**src/rtl/arb_client_2ph.sv**
```systemverilog
// arb_client_2ph: clocked client turning level req/rel into 2-phase r/d for one arbiter port
// Optional grant-latency counter and lat_o port are built when ARB_CLIENT_LAT_EN is defined.
module arb_client_2ph #(
   parameter int SYNC_STAGES = 2
`ifdef ARB_CLIENT_LAT_EN
   ,parameter int LAT_W = 16
`endif
) (
   input  logic clk,
   input  logic rst,
   input  logic req_i,
   input  logic rel_i,
   output logic gnt_o,
   output logic busy_o,
   output logic done_o,
   output logic r_o,
   output logic d_o,
   input  logic g_i,
   input  logic a_i
`ifdef ARB_CLIENT_LAT_EN
   ,output logic [LAT_W-1:0] lat_o
`endif
);
   typedef enum logic [1:0] {IDLE, REQ, GRANTED, DONE} state_t;
   state_t state_q, state_d;
   logic [SYNC_STAGES-1:0] gsync_q, gsync_d, async_q, async_d;
   logic r_q, r_d, d_q, d_d, gnt_q, gnt_d, done_q, done_d;
   logic g_s, a_s;
   assign g_s = gsync_q[SYNC_STAGES-1];
   assign a_s = async_q[SYNC_STAGES-1];
`ifdef ARB_CLIENT_LAT_EN
   logic [LAT_W-1:0] cnt_q, cnt_d, lat_q, lat_d, cnt_inc;
`endif
   // State and phase registers; synchronisers clear so in-reset arbiter edges are discarded
   always_ff @(posedge clk) begin
      if (rst) begin
         state_q <= IDLE;
         gsync_q <= '0;
         async_q <= '0;
         r_q     <= 1'b0;
         d_q     <= 1'b0;
         gnt_q   <= 1'b0;
         done_q  <= 1'b0;
`ifdef ARB_CLIENT_LAT_EN
         cnt_q   <= '0;
         lat_q   <= '0;
`endif
      end else begin
         state_q <= state_d;
         gsync_q <= gsync_d;
         async_q <= async_d;
         r_q     <= r_d;
         d_q     <= d_d;
         gnt_q   <= gnt_d;
         done_q  <= done_d;
`ifdef ARB_CLIENT_LAT_EN
         cnt_q   <= cnt_d;
         lat_q   <= lat_d;
`endif
      end
   end
   // Next state: a phase is complete once its synchronised echo matches the driven phase
   always_comb begin
      state_d = state_q;
      case (state_q)
         IDLE:    state_d = req_i ? REQ : IDLE;
         REQ:     state_d = (g_s == r_q) ? GRANTED : REQ;
         GRANTED: state_d = rel_i ? DONE : GRANTED;
         DONE:    state_d = (a_s == d_q) ? IDLE : DONE;
         default: state_d = IDLE;
      endcase
   end
   // Phase toggles, registered status and synchroniser shift
   always_comb begin
      gsync_d = {gsync_q[SYNC_STAGES-2:0], g_i};
      async_d = {async_q[SYNC_STAGES-2:0], a_i};
      r_d     = r_q ^ (state_q == IDLE && req_i);
      d_d     = d_q ^ (state_q == GRANTED && rel_i);
      gnt_d   = state_d == GRANTED;
      done_d  = state_q == DONE && state_d == IDLE;
`ifdef ARB_CLIENT_LAT_EN
      cnt_inc = &cnt_q ? cnt_q : cnt_q + LAT_W'(1);
      cnt_d   = state_q == REQ ? cnt_inc : '0;
      lat_d   = (state_q == REQ && state_d == GRANTED) ? cnt_inc : lat_q;
`endif
   end
   // Outputs come straight from flops or the state register
   always_comb begin
      busy_o = state_q != IDLE;
      gnt_o  = gnt_q;
      done_o = done_q;
      r_o    = r_q;
      d_o    = d_q;
`ifdef ARB_CLIENT_LAT_EN
      lat_o  = lat_q;
`endif
   end
endmodule

```
**config.mk**
```make
export PLATFORM = sky130hd
export DESIGN_NAME = arb_client_2ph
export DESIGN_NICKNAME = d
export VERILOG_FILES = /design/src/rtl/arb_client_2ph.sv
export SDC_FILE = /design/constraint.sdc
export NUM_CORES = 1
export LEC_CHECK = 0
export ABC_AREA = 1
export CORE_AREA = 5 5 42 44
export DETAILED_ROUTE_END_ITERATION = 12
export DIE_AREA = 0 0 47 49
export PLACE_DENSITY = 0.51
export SLEW_MARGIN = 0
export SYNTH_ARGS = -nofsm -noshare
export SYNTH_HDL_FRONTEND = slang
export SYNTH_SLANG_ARGS = --single-unit
```
**constraint.sdc**
```tcl
create_clock -name clk -period 2.3 [get_ports clk]
set_input_delay 0.69 -clock clk [delete_from_list [all_inputs] [get_ports clk]]
set_output_delay 0.69 -clock clk [all_outputs]
set_load 0.005 [all_outputs]
```
==> impl_metrics.ini <==
[global_routing]
grt_usage_pct = 7.63
antenna_found_initial = 0
grt_max_degree = 8
grt_pass1_vias = 309
grt_pass1_wl_mm = 1.21
grt_overflow = 0

[power]
swShare_pct = 23.5
pwr-share-seq_pct = 46.7
leakage_nw = 0.269
p_per_area_nw_per_um2 = 753
vdd_drop_max_mv = 0.392
clockPowerShare_pct = 38.0
pwr-share-comb_pct = 15.2
p_switching_mw = 0.0964
p_int_mw = 0.314

[floorplan]
ios = 11
die_w_um = 47
die_area_um2 = 2300
core_area_um2 = 1400
die_height_um = 49
fp-row-count = 14
start_util_pct = 27.8

[logic_synthesis]
synth_cells = 56
synthDistinctLibCells = 8
ys.flop_type = dfxtp_1
synth_area_um2 = 389
yosysTopAreaCellShare_pct = 51.4
yosysSeqAreaShare_pct = 51.4
synth_seq_cells = 10
synth_area_leaders = dfxtp_1 (51%), inv_1 (14%), nand2_1 (12%), nor2_1 (8.7%), nand3_1 (6.4%)
postSynthAreaPerCell_um2 = 6.95
synth_edf_count = 0
syn-num-nets = 62
ys_top_cells_by_count = inv_1 (14), nand2_1 (12), dfxtp_1 (10), nor2_1 (9), nand3_1 (5)
yosys.cell_count.top_type = inv_1
synthArstFlopShare_pct = 0
yosysTopAreaCell = dfxtp_1
ys_warn_count = 0

[finish]
drive_gt1_share_pct = 5.71
utilization_pct = 38.9
fillers = 159
syn_to_final_growth_pct = 40.2
final_nets = 77
diodes = 0
fin_cells = 86

[timing]
timing.slew.headroom_pct = 84.6
fin_worst_skew_ns = 0.00965
finalHoldViolCount = 0
worstMarginPinSlew_ns = 0.230
setup_viol_count_final = 0
setup_tns_ns = 0
setup_ws_ns = 0.307
max_freq_ghz = 0.502
slew_viol_final = 0
fin_crit_ns = 1.99
rsz0062_at_grt = false
fin_crit_sh_pct = 86.7

[place]
place_worst_setup_slack_ns = 0.582
port_buffers = 10
dp_hpwl_um = 573
dpl.cell_count = 82
gp_congestion = 0.664

[worst_setup_path]
startpoint_type = flip-flop
path_class = reg2out
max_stage_delay_ns = 0.50
cp.required_ns = 1.61
crit_chain = inv_1 -> nand2_1 -> clkdlybuf4s50_1
endpoint_kind = output port
cp_max_fo = 4
arrival_ns = 1.30
slowest_stage = clkdlybuf4s50_1
crit_buf_inv = 2
cp_top_family = buffers and inverters
rrSetupSlack_ns = 1.32

[cts]
path_clk_slew_ns = 0.07
clock_latency_ns = 0.26
cts_tree = yes
clock-sinks = 10
postCtsSetupRepairBufs = 0
cts_hold_buf = 0
ctsLongestPathBuffers = 2
h-tree-depth = 1
post_cts_resized = 0
root_buffer = clkbuf_4
cts_buffers = 3

[detailed_routing]
viasPerCell = 4.13
wirelength_um = 722
vias = 355
routedWlPerCell_um = 8.40
drc = 0
ant_nets = 0
first_pass_iters = 4
drt-initial-drc-count = 10

[flow_run]
maxCapViolCount = 0

[min_path]
holdCritPathClass = reg2reg

[outcome]
status = complete, no violations
## worst register-to-register path, cell delays in order, from the launching register on
cell and delay, ns:
dfxtp_1 0.38, inv_1 0.09, nand2_1 0.06, nand2_1 0.05, nand2_1 0.07, nand3_1 0.07
nor2_1 0.09, nor2_1 0.04
## worst paths after layout
kind                    from          to  depth (start not counted)
setup / recovery  state_q[1]      busy_o                          3
hold / removal    async_q[0]  async_q[1]                          2
setup reg to reg         r_o  state_q[0]                          7
hold reg to reg   async_q[0]  async_q[1]                          2
## layout by cell type (no fill, tap or decap)
master and instances:
a21oi_1 2, clkbuf_4 3, clkbuf_8 1, clkdlybuf4s50_1 10, dfxtp_1 10, inv_1 14, nand2_1 12, nand3_1 5
nand4_1 2, nor2_1 9, o21ai_0 2
## through the flow
step / hold WS (ns) / total power [mW] / cell area, um^2
3_3_place_gp: 0.398 / 0.260 / 509
3_5_place_dp: 0.398 / 0.259 / 509
6_report: 0.402 / 0.411 / 546
4_1_cts: 0.407 / 0.418 / 546
5_1_grt: 0.416 / 0.435 / 546
2_1_floorplan: 0.388 / 0.228 / 389
## state kept, by name (all words and copies together) (netlist names)
signal,count
async_q,2
d_o,1
done_o,1
gnt_o,1
gsync_q,2
r_o,1
state_q,2
## power by group through the flow
stage	registers (mW)	logic (mW)	clock network [mW]
floorplan	0.195	0.0323	0
global route	0.193	0.0722	0.170
global placement	0.196	0.0644	0
finish	0.192	0.0626	0.156
detailed placement	0.196	0.0637	0
CTS	0.192	0.0640	0.163
## per-layer routing
layer	share of wire [%]	GRT usage (%)
met1	42	8.44
met2	47	9.95
met3	8.0	2.95
met4	2.6	8.29
met5	0	0
## logic make-up after synthesis
group / share of synthesized area (%)
flip-flops: 51.4
AO/OA/AOI/OAI: 5.14
AND/OR/NAND/NOR: 29.9
buffers and inverters: 13.5
## area by class of cell
type                       count  area (um^2)  share of cell area, %
multi-input combinational     32          136                   25.0
sequential                    10          200                   36.7
inverter                      14         52.6                   9.63
timing repair buffer          10          100                   18.3
tap                           16         20.0                   3.67
clock buffer                   4         36.3                   6.65
(Power assumes the default switching activity.)
